===== src/rtl/fp_pkg.sv =====
// fp_pkg: shared types and constants for the programmable beeper divider.
//   fp_state_e : counter FSM states (FP_IDLE, FP_RUN)
//   FP_MIN_DIV : smallest divisor ever stored; smaller requests are clamped up to it
//   FP_CNT_W   : default counter/divisor/duty width
package fp_pkg;
   typedef enum logic {FP_IDLE, FP_RUN} fp_state_e;
   localparam int FP_MIN_DIV = 2;
   localparam int FP_CNT_W   = 16;
endpackage


===== src/rtl/fp_cfg_shadow.sv =====
// fp_cfg_shadow: config shadow registers for fp_prog_div.
// Ports:
//   clk, rst_n          clock, asynchronous active-low reset
//   cfg_valid/cfg_ready valid/ready config handshake (ready is low while a config is pending)
//   cfg_div, cfg_duty   requested period and low-phase length
//   apply               strobe from the counter FSM; moves the shadow into the live settings
//   pending             a captured config waits for apply
//   div                 live divisor
//   nxt_duty            duty that is live after the current edge
// Macro FP_DUTY_EN: when defined cfg_duty is captured; otherwise duty = div >> 1.
module fp_cfg_shadow
   import fp_pkg::*;
#(
   parameter int CNT_W    = FP_CNT_W,
   parameter int DEF_DIV  = 50,
   parameter int DEF_DUTY = 25
) (
   input  logic             clk,
   input  logic             rst_n,
   input  logic             cfg_valid,
   output logic             cfg_ready,
   input  logic [CNT_W-1:0] cfg_div,
   input  logic [CNT_W-1:0] cfg_duty,
   input  logic             apply,
   output logic             pending,
   output logic [CNT_W-1:0] div,
   output logic [CNT_W-1:0] nxt_duty
);
   localparam logic [CNT_W-1:0] MIN_DIV = CNT_W'(FP_MIN_DIV);
   localparam logic [CNT_W-1:0] RST_DIV = CNT_W'(DEF_DIV);
   logic [CNT_W-1:0] sh_div, sh_duty, duty, cd, cduty;
   assign cd = (cfg_div < MIN_DIV) ? MIN_DIV : cfg_div;
`ifdef FP_DUTY_EN
   localparam logic [CNT_W-1:0] RST_DUTY = CNT_W'(DEF_DUTY);
   assign cduty = cfg_duty;
`else
   // duty tracks the (clamped) divisor so the wave stays ~50%
   localparam logic [CNT_W-1:0] RST_DUTY = RST_DIV >> 1;
   logic unused_duty;
   assign unused_duty = ^{cfg_duty, CNT_W'(DEF_DUTY)};
   assign cduty = cd >> 1;
`endif
   assign nxt_duty = apply ? sh_duty : duty;

   always_ff @(posedge clk or negedge rst_n) begin
      if (!rst_n) begin
         sh_div    <= RST_DIV;
         sh_duty   <= RST_DUTY;
         div       <= RST_DIV;
         duty      <= RST_DUTY;
         pending   <= 1'b0;
         cfg_ready <= 1'b1;
      end else begin
         div  <= apply ? sh_div : div;
         duty <= nxt_duty;
         if (cfg_valid && cfg_ready) begin
            sh_div    <= cd;
            sh_duty   <= cduty;
            pending   <= 1'b1;
            cfg_ready <= 1'b0;
         end else if (apply) begin
            pending   <= 1'b0;
            cfg_ready <= 1'b1;
         end
      end
   end
endmodule


===== src/rtl/fp_prog_div.sv =====
// fp_prog_div: runtime-programmable square-wave divider driving the active-low beeper gate.
// Ports:
//   clk, rst_n          clock, asynchronous active-low reset
//   en                  run enable (level)
//   cfg_valid/cfg_ready config handshake
//   cfg_div, cfg_duty   requested period / low-phase cycles
//   fm                  beeper gate, low = active
//   period_tick         one-cycle pulse when cnt == 0
//   active              high while in RUN
// Macro FP_DUTY_EN: programmable duty; without it duty = div >> 1.
module fp_prog_div
   import fp_pkg::*;
#(
   parameter int   CNT_W    = FP_CNT_W,
   parameter int   DEF_DIV  = 50,
   parameter int   DEF_DUTY = 25,
   parameter logic IDLE_LVL = 1'b1
) (
   input  logic             clk,
   input  logic             rst_n,
   input  logic             en,
   input  logic             cfg_valid,
   output logic             cfg_ready,
   input  logic [CNT_W-1:0] cfg_div,
   input  logic [CNT_W-1:0] cfg_duty,
   output logic             fm,
   output logic             period_tick,
   output logic             active
);
   fp_state_e        state_q, state_d;
   logic [CNT_W-1:0] cnt, cnt_d, div, nxt_duty;
   logic             pending, apply, wrap, fm_d, tick_d;

   fp_cfg_shadow #(.CNT_W(CNT_W), .DEF_DIV(DEF_DIV), .DEF_DUTY(DEF_DUTY)) u_shadow (
      .clk       (clk),
      .rst_n     (rst_n),
      .cfg_valid (cfg_valid),
      .cfg_ready (cfg_ready),
      .cfg_div   (cfg_div),
      .cfg_duty  (cfg_duty),
      .apply     (apply),
      .pending   (pending),
      .div       (div),
      .nxt_duty  (nxt_duty)
   );

   // settings change only at a period boundary in RUN, immediately in IDLE
   assign wrap  = cnt == div - CNT_W'(1);
   assign apply = pending && (state_q == FP_IDLE || wrap);

   always_comb begin
      state_d = en ? FP_RUN : FP_IDLE;
      cnt_d   = (state_q == FP_RUN && en && !wrap) ? cnt + CNT_W'(1) : '0;
      // fm is computed from the count being loaded so it lines up with cnt
      fm_d    = en ? (cnt_d >= nxt_duty) : IDLE_LVL;
      tick_d  = en && cnt_d == '0;
   end

   always_ff @(posedge clk or negedge rst_n) begin
      if (!rst_n) begin
         state_q     <= FP_IDLE;
         cnt         <= '0;
         fm          <= IDLE_LVL;
         period_tick <= 1'b0;
         active      <= 1'b0;
      end else begin
         state_q     <= state_d;
         cnt         <= cnt_d;
         fm          <= fm_d;
         period_tick <= tick_d;
         active      <= state_d == FP_RUN;
      end
   end
endmodule


===== config.mk =====
export PLATFORM = sky130hd
export DESIGN_NAME = fp_prog_div
export DESIGN_NICKNAME = d
export VERILOG_FILES = /design/src/rtl/fp_pkg.sv /design/src/rtl/fp_cfg_shadow.sv /design/src/rtl/fp_prog_div.sv
export SDC_FILE = /design/constraint.sdc
export NUM_CORES = 1
export LEC_CHECK = 0
export BUFFER_PORTS_ARGS = -buffer_cell sky130_fd_sc_hd__buf_2
export CORE_MARGIN = 8
export CORE_UTILIZATION = 35
export CTS_BUF_LIST = sky130_fd_sc_hd__clkbuf_2
export CTS_CLUSTER_SIZE = 28
export DETAILED_ROUTE_END_ITERATION = 10
export SYNTH_ARGS = -nofsm -noshare
export SYNTH_HDL_FRONTEND = slang
export SYNTH_SLANG_ARGS = --single-unit

===== constraint.sdc =====
create_clock -name clk -period 7.7 [get_ports clk]
set_input_delay 0.385 -clock clk [delete_from_list [all_inputs] [get_ports clk]]
set_output_delay 0.385 -clock clk [all_outputs]
set_load 0.02 [all_outputs]

==> impl_metrics.env, run 1 <==
export IMPL_slew_headroom_pct=39.19
export IMPL_critical_path_max_stage_delay_ns=0.84
export IMPL_finish_utilization_pct=38.26
export IMPL_seq_power_share_pct=43.0
export IMPL_timing_final_hold_violations=2
export IMPL_post_cts_repair_setup_buffers=0
export IMPL_path_clk_slew_ns=0.19
export IMPL_critical_path_max_fanout=9
export IMPL_route_detailed_drc=0
export IMPL_ctsHtreeMaxLevel=3
export IMPL_status="complete, but fails checks"
export IMPL_per_cell_routed_wire_length_um=16.63
export IMPL_switching_power_of_the_nets_mw=0.5764
export IMPL_worst_skew_pair_late_latency_ns=0.52
export IMPL_drt_pre_antenna_iters=4
export IMPL_top_level_ports=40
export IMPL_setup_repair_after_global_routing_missed_its_margin="false"
export IMPL_number_of_global_route_vias_before_repair=3418
export IMPL_whs_ns=-0.003513
export IMPL_core_rowCount=40
export IMPL_cts_root_buffer_cell="sky130_fd_sc_hd__clkbuf_2"
export IMPL_critical_path_reg2reg_startpoint="u_shadow.div[0]$_DFFE_PN0N_"
export IMPL_peakVddDrop_uv=157.8
export IMPL_post_synth_top_count_cell="sky130_fd_sc_hd__dfrtp_1"
export IMPL_syn_avg_cell_area_um2=9.831
export IMPL_post_synth_main_area_contributors="sky130_fd_sc_hd__dfrtp_1, sky130_fd_sc_hd__dfstp_2, sky130_fd_sc_hd__o32ai_1"
export IMPL_vias=3469
export IMPL_track_usage_pct=13.25
export IMPL_effective_utilization_at_floorplan_pct=35.94
export IMPL_end_kind="flip-flop"
export IMPL_syn_inst=441
export IMPL_detail_route_vias_per_cell=5.604
export IMPL_period_needed_ns=4.642
export IMPL_cell_area_after_technology_mapping_um2=4335
export IMPL_hpwlAfterDp_mm=7.467
export IMPL_power_density_cell_area_nw_per_um2=305.9
export IMPL_timing_worst_setup_path_type="reg2reg"
export IMPL_wirelength_met1_mm=4.694
export IMPL_finClkSkew_ns=0.03238
export IMPL_critPathArrivalTime_ns=5.09
export IMPL_worst_margin_pin_slew_ns=0.9022
export IMPL_period_share_pct=60.29
export IMPL_net_count_reported_at_finish=499
export IMPL_postSynthRegisterBits=69
export IMPL_numPortBuffers=23
export IMPL_share_clk_of_total_power_pct=14.3
export IMPL_worstSetupStartpoint="u_shadow.div[0]$_DFFE_PN0N_"
export IMPL_yosysWarningCount=0
export IMPL_hp_class="in2async"
export IMPL_timing_final_setup_violations=0
export IMPL_synth_cell_type_count=54
export IMPL_route_antenna_remaining_nets=0
export IMPL_post_synth_most_frequent_cells="sky130_fd_sc_hd__dfrtp_1, sky130_fd_sc_hd__nand2_1, sky130_fd_sc_hd__o32ai_1"
export IMPL_detail_route_wirelength_mm=10.29
export IMPL_setup_worst_path_start_class="flip-flop"
export IMPL_violated_checks="negative hold slack"
export IMPL_top_layer_used="met4"
export IMPL_cts_hold_repair_buffers=0
export IMPL_tns_ns=0
export IMPL_power_report_internal_total_mw=0.8354
export IMPL_static_leakage_power_nw=1.934
export IMPL_critical_path_slowest_cell="sky130_fd_sc_hd__o41ai_2"
export IMPL_cap_violations=0
export IMPL_cp_required_ns=8.15
export IMPL_grt_overflow_total=0
export IMPL_clock_tree_buffer_depth=2
export IMPL_area_share_of_the_largest_cell_type_after_synthesis_pct=33.48
export IMPL_synth_fp_nets=495
export IMPL_post_cts_resized=0
export IMPL_grt_first_pass_wirelength_mm=17.34
export IMPL_synth_area_leader_cell="sky130_fd_sc_hd__dfrtp_1"
export IMPL_yosys_most_used_dff="sky130_fd_sc_hd__dfrtp_1"
export IMPL_power_combinational_fraction_pct=42.7
export IMPL_ratio_of_cells_with_drive_above_1_in_the_final_layout_pct=17.11
export IMPL_cts_buffers_inserted=9
export IMPL_synth_seq_area_share_pct=40.14
export IMPL_core_um2=12060
export IMPL_detail_route_met2_wl_mm=4.857
export IMPL_drv_slew=0
export IMPL_edff_count_synth=0
export IMPL_die_area_um2=16200
export IMPL_tritoncts_clock_tree="yes"
export IMPL_drtIter0Drc=161
export IMPL_die_w_um=127.3
export IMPL_maxClockFrequency_ghz=0.2154
export IMPL_postSynth_asyncResetShare_pct=100.0
export IMPL_clock_sinks=69
export IMPL_initial_antenna_violation_count=1
export IMPL_crit_chain="inv_1 > ha_1 > or3b_2 > nor2_8 > o211ai_1 > or4_4 > o41ai_2 > buf_4 > nor3_1 > ha_1 > a21oi_1 > nor2b_1 > o21ai_0 > nand2b_1 > a2111oi_0 > o21ai_0"
export IMPL_switching_share_pct=40.83
export IMPL_met3WireLength_um=498
export IMPL_gpl_wtd_cong=0.8713
export IMPL_ff_to_ff_setup_slack_ns=3.06
export IMPL_grt_max_degree=70
export IMPL_die_h_um=127.3
export IMPL_area_delta_synth_final_pct=6.436
## power by group through the flow
stage	registers, mW	logic [mW]	clock network (mW)
floorplan	0.562	0.509	0
finish	0.608	0.602	0.202
CTS	0.609	0.604	0.211
detailed placement	0.618	0.600	0
global placement	0.609	0.586	0
global route	0.626	0.677	0.225
## flip-flops by register name, indices dropped and copies added, names as in the netlist
register	cells
cnt	16
u_shadow.duty	16
fm	1
period_tick	1
u_shadow.cfg_ready	1
active	1
u_shadow.pending	1
u_shadow.sh_div	16
u_shadow.div	16
## cell type report
cell class,instances,area (um2)
multi-input combinational,309,2297
timing repair buffer,28,152.6
tap,168,210.2
sequential,69,1740
clock buffer,11,55.05
inverter,28,105.1
clock inverter,5,51.30
antenna,1,2.502
fill,1227,7447
## layer usage
layer / track usage, % / vias to the layer above
met5: 0 / -
met4: 6.088 / 0
met3: 1.872 / 19
met2: 20.77 / 86
met1: 17.70 / 1704
li1: - / 1660
## worst max-delay path, delay by kind of cell, from the launching register on
| family | cells | cell delay [ns] |
|---|---|---|
| buf+inv | 2 | 0.40 |
| compound gates | 6 | 1.81 |
| fa+ha+maj | 2 | 0.46 |
| simple gates | 6 | 1.47 |
| flops | 1 | 0.47 |
## kinds of logic (layout without fill, tap and decap cells)
group | Yosys count | after routing | share of synthesized area, %
and+or+nand+nor | 139 | 139 | 17.58
AOI/OAI and AO/OA | 99 | 99 | 18.67
DFF | 69 | 69 | 40.14
buffers and inverters | 63 | 72 | 6.869
xor gates and xnor gates | 38 | 38 | 7.677
adders and majority gates | 18 | 18 | 5.195
muxes | 15 | 15 | 3.867
other | 0 | 1 | 0
## per-stage QoR
stage / setup WS (ns) / hold slack [ns] / total power, mW / instance area, um2 / instances
after global routing: 2.511 / 0.02683 / 1.528 / 4614 / 619
after global placement: 3.053 / 0.4702 / 1.195 / 4506 / 602
after floorplan: 3.532 / 0.08941 / 1.071 / 4335 / 441
final: 3.058 / -0.003513 / 1.412 / 4614 / 619
after CTS: 2.982 / 0.03234 / 1.424 / 4612 / 618
after detailed placement: 2.973 / 0.4787 / 1.219 / 4506 / 602
## worst paths after layout
kind	end	cells after the start
worst min register to register	u_shadow.sh_div[0]$_DFFE_PN0P_	2
max in group asynchronous	active$_DFF_PN0_	2
worst max register to register	fm$_DFF_PN1_	16
min in group clk	active$_DFF_PN0_	1
worst max-delay path	fm$_DFF_PN1_	16
worst min-delay path	period_tick$_DFF_PN0_	2
## layout by cell type, fill, tap and decap left out, types with 3 or more instances in the layout
| master | n |
|---|---|
| sky130_fd_sc_hd__dfrtp_1 | 58 |
| sky130_fd_sc_hd__nand2_1 | 42 |
| sky130_fd_sc_hd__o32ai_1 | 32 |
| sky130_fd_sc_hd__inv_1 | 28 |
| sky130_fd_sc_hd__nor3_1 | 27 |
| sky130_fd_sc_hd__xnor2_1 | 26 |
| sky130_fd_sc_hd__buf_2 | 23 |
| sky130_fd_sc_hd__ha_1 | 18 |
| sky130_fd_sc_hd__o32a_1 | 14 |
| sky130_fd_sc_hd__mux2_2 | 14 |
| sky130_fd_sc_hd__xor2_1 | 12 |
| sky130_fd_sc_hd__nor2_1 | 12 |
| sky130_fd_sc_hd__o21ai_0 | 11 |
| sky130_fd_sc_hd__clkbuf_2 | 11 |
| sky130_fd_sc_hd__dfstp_2 | 11 |
| sky130_fd_sc_hd__nor4_1 | 8 |
| sky130_fd_sc_hd__nor2b_1 | 7 |
| sky130_fd_sc_hd__nand4_1 | 7 |
| sky130_fd_sc_hd__and3_1 | 6 |
| sky130_fd_sc_hd__a31oi_1 | 6 |
| sky130_fd_sc_hd__a21oi_1 | 5 |
| sky130_fd_sc_hd__a211oi_1 | 5 |
| sky130_fd_sc_hd__o211ai_1 | 5 |
| sky130_fd_sc_hd__or3_1 | 5 |
| sky130_fd_sc_hd__buf_4 | 5 |
| sky130_fd_sc_hd__nand3_1 | 4 |
| sky130_fd_sc_hd__or4_1 | 3 |
| sky130_fd_sc_hd__or4_4 | 3 |
| sky130_fd_sc_hd__a21o_1 | 3 |
| sky130_fd_sc_hd__and4_1 | 3 |
No activity file was read; power rests on OpenSTA's default activity.
==> run 2, diff against run 1 <==
Clock period 7.7 ns to 3.9 ns, I/O delays scaled along.
==> run 2 against run 1 <==
  * The flow now finishes without violations
  * Global-route usage grew 1.8 points
  * Critical path type unchanged
  * Sequential power up 91%
  * Die area did not move
  * Clock power is 95% higher
  * Flip-flop and latch count is the same
  * Non-clock buffer count grew 59
  * Hold slack better by 0.30 ns
  * Power is 120% higher
  * Sequential share of layout area is 4.6 points lower
  * Critical path depth fell by 1
  * Highest routed layer unchanged
  * Final cell count grew 9.5%
  * Via count grew 8.2%
==> impl_metrics.env, run 2 (same netlist as run 1, synthesis figures left out) <==
export IMPL_effective_utilization_at_floorplan_pct=35.94
export IMPL_net_count_reported_at_finish=558
export IMPL_route_antenna_remaining_nets=0
export IMPL_cts_buffers_inserted=9
export IMPL_critical_path_max_fanout=12
export IMPL_core_rowCount=40
export IMPL_drt_pre_antenna_iters=5
export IMPL_path_clk_slew_ns=0.19
export IMPL_worst_margin_pin_slew_ns=0.8165
export IMPL_area_delta_synth_final_pct=21.30
export IMPL_worstSetupStartpoint="u_shadow.div[2]$_DFFE_PN0N_"
export IMPL_timing_final_hold_violations=0
export IMPL_number_of_global_route_vias_before_repair=3775
export IMPL_die_w_um=127.3
export IMPL_tritoncts_clock_tree="yes"
export IMPL_power_density_cell_area_nw_per_um2=600.0
export IMPL_hp_class="in2async"
export IMPL_period_share_pct=99.02
export IMPL_vias=3752
export IMPL_end_kind="flip-flop"
export IMPL_reg2regPathDepth=15
export IMPL_period_needed_ns=3.862
export IMPL_hpwlAfterDp_mm=8.764
export IMPL_setup_worst_path_start_class="flip-flop"
export IMPL_cap_violations=0
export IMPL_mostFrequentLayoutCell="sky130_fd_sc_hd__dfrtp_1"
export IMPL_finished_cell_area_um2=5259
export IMPL_track_usage_pct=15.02
export IMPL_finClkSkew_ns=0.01917
export IMPL_postLayoutSetupSlackWorst_ns=0.03816
export IMPL_die_area_um2=16200
export IMPL_place_detailed_instances=636
export IMPL_drv_slew=0
export IMPL_static_leakage_power_nw=2.243
export IMPL_grt_overflow_total=0
export IMPL_ratio_of_cells_with_drive_above_1_in_the_final_layout_pct=27.90
export IMPL_timing_final_setup_violations=0
export IMPL_most_common_layout_cells="sky130_fd_sc_hd__dfrtp_1, sky130_fd_sc_hd__buf_4, sky130_fd_sc_hd__nand2_1"
export IMPL_setup_repair_after_global_routing_missed_its_margin="true"
export IMPL_ctsHtreeMaxLevel=3
export IMPL_fillers=1193
export IMPL_placed_cell_area_um2=4773
export IMPL_pre_cts_ws_ns=-0.2268
export IMPL_cts_root_buffer_cell="sky130_fd_sc_hd__clkbuf_2"
export IMPL_worst_skew_pair_late_latency_ns=0.50
export IMPL_timing_worst_setup_path_type="reg2reg"
export IMPL_peakVddDrop_uv=334.1
export IMPL_detail_route_wirelength_mm=11.79
export IMPL_ff_to_ff_setup_slack_ns=0.04
export IMPL_top_level_ports=40
export IMPL_rr_endpoint="fm$_DFF_PN1_"
export IMPL_numPortBuffers=23
export IMPL_slew_headroom_pct=45.57
export IMPL_clock_tree_buffer_depth=2
export IMPL_core_um2=12060
export IMPL_critical_path_reg2reg_startpoint="u_shadow.div[2]$_DFFE_PN0N_"
export IMPL_seq_area_um2=1743
export IMPL_crit_end="fm$_DFF_PN1_"
export IMPL_per_cell_routed_wire_length_um=17.39
export IMPL_route_detailed_drc=0
export IMPL_grt_first_pass_wirelength_mm=19.44
export IMPL_maxClockFrequency_ghz=0.2589
export IMPL_clock_sinks=69
export IMPL_drtIter0Drc=290
export IMPL_detail_route_vias_per_cell=5.534
export IMPL_die_h_um=127.3
export IMPL_final_cell_count_no_fill=678
export IMPL_critPathArrivalTime_ns=4.31
export IMPL_multiInputGateArea_um2=2441
export IMPL_grt_max_degree=36
export IMPL_status="finished clean"
export IMPL_cp_required_ns=4.35
export IMPL_initial_antenna_violation_count=1
export IMPL_gpl_wtd_cong=0.9221
export IMPL_whs_ns=0.3006
export IMPL_finish_utilization_pct=43.60
-- run 2: changes by cell type in the layout (fill, tap and decap cells not counted), sizes merged --
cell / before / now
buf: 28 / 69
clkbuf: 11 / 10
clkinvlp: 0 / 1
dlygate4sd3: 0 / 18
-- run 2: report_power, final --
part	internal, mW	switching, mW
Clock	0.144	0.250
Combinational	0.751	0.850
Sequential	0.983	0.177
Total	1.88	1.28
-- run 2: layer usage --
layer  track usage [%]  share of wire (%)  vias to the layer above
li1                  -                  -                     1769
met1             19.63                 46                     1848
met2             24.30                 48                      118
met3             1.955                3.7                       17
met4             6.718                2.1                        0
met5                 0                  0                        -
-- run 2: worst max-delay path, stage by stage (launching register included) --
cell                       delay [ns]
sky130_fd_sc_hd__dfrtp_2         0.47
sky130_fd_sc_hd__buf_4           0.14
sky130_fd_sc_hd__buf_4           0.13
sky130_fd_sc_hd__or3b_4          0.41
sky130_fd_sc_hd__nor2_8          0.12
sky130_fd_sc_hd__o211ai_1        0.09
sky130_fd_sc_hd__or4_4           0.51
sky130_fd_sc_hd__o41a_4          0.44
sky130_fd_sc_hd__buf_6           0.15
sky130_fd_sc_hd__buf_6           0.13
sky130_fd_sc_hd__o32a_1          0.33
sky130_fd_sc_hd__ha_4            0.29
sky130_fd_sc_hd__and4_4          0.25
sky130_fd_sc_hd__buf_4           0.11
sky130_fd_sc_hd__o211ai_1        0.10
sky130_fd_sc_hd__o21ai_2         0.15
-- run 2: final cells by class --
cell class	count	area share, %
multi-input cells	309	46.42
clock buffers	10	0.9517
repair buffers	87	12.40
clock inverters	6	1.047
inverters	28	1.999
flip-flops and latches	69	33.14
well taps	168	3.997
diodes	1	0.04759
-- run 2: how the worst min path moves through the flow --
stage / start / endpoint / cells after the start
6_report: rst_n / u_shadow.duty[13]$_DFF_PN0_ / 2
5_1_grt: rst_n / u_shadow.sh_div[9]$_DFFE_PN0P_ / 2
4_1_cts: rst_n / u_shadow.sh_div[9]$_DFFE_PN0P_ / 2
3_5_place_dp: rst_n / u_shadow.duty[14]$_DFF_PN0_ / 1
3_3_place_gp: rst_n / u_shadow.duty[14]$_DFF_PN0_ / 1
2_1_floorplan: rst_n / active$_DFF_PN0_ / 0
-- run 2: stage by stage --
stage                     setup TNS (ns)  total power [mW]
after floorplan                        0             2.127
after global placement           -0.1227             2.563
after detailed placement         -0.2268             2.601
after CTS                       -0.02066             3.105
after global routing             -0.1347             3.401
final                                  0             3.155
-- run 2: timing repair --
action | CTS | global route
setup endpoints to repair | 1 | 1
buffers inserted | 7 | 1
cloned | 0 | 0
resized for setup | 22 | 11
hold buffers | 18 | 0
pin swaps | 15 | 10
hold endpoints to repair | 48 | 0
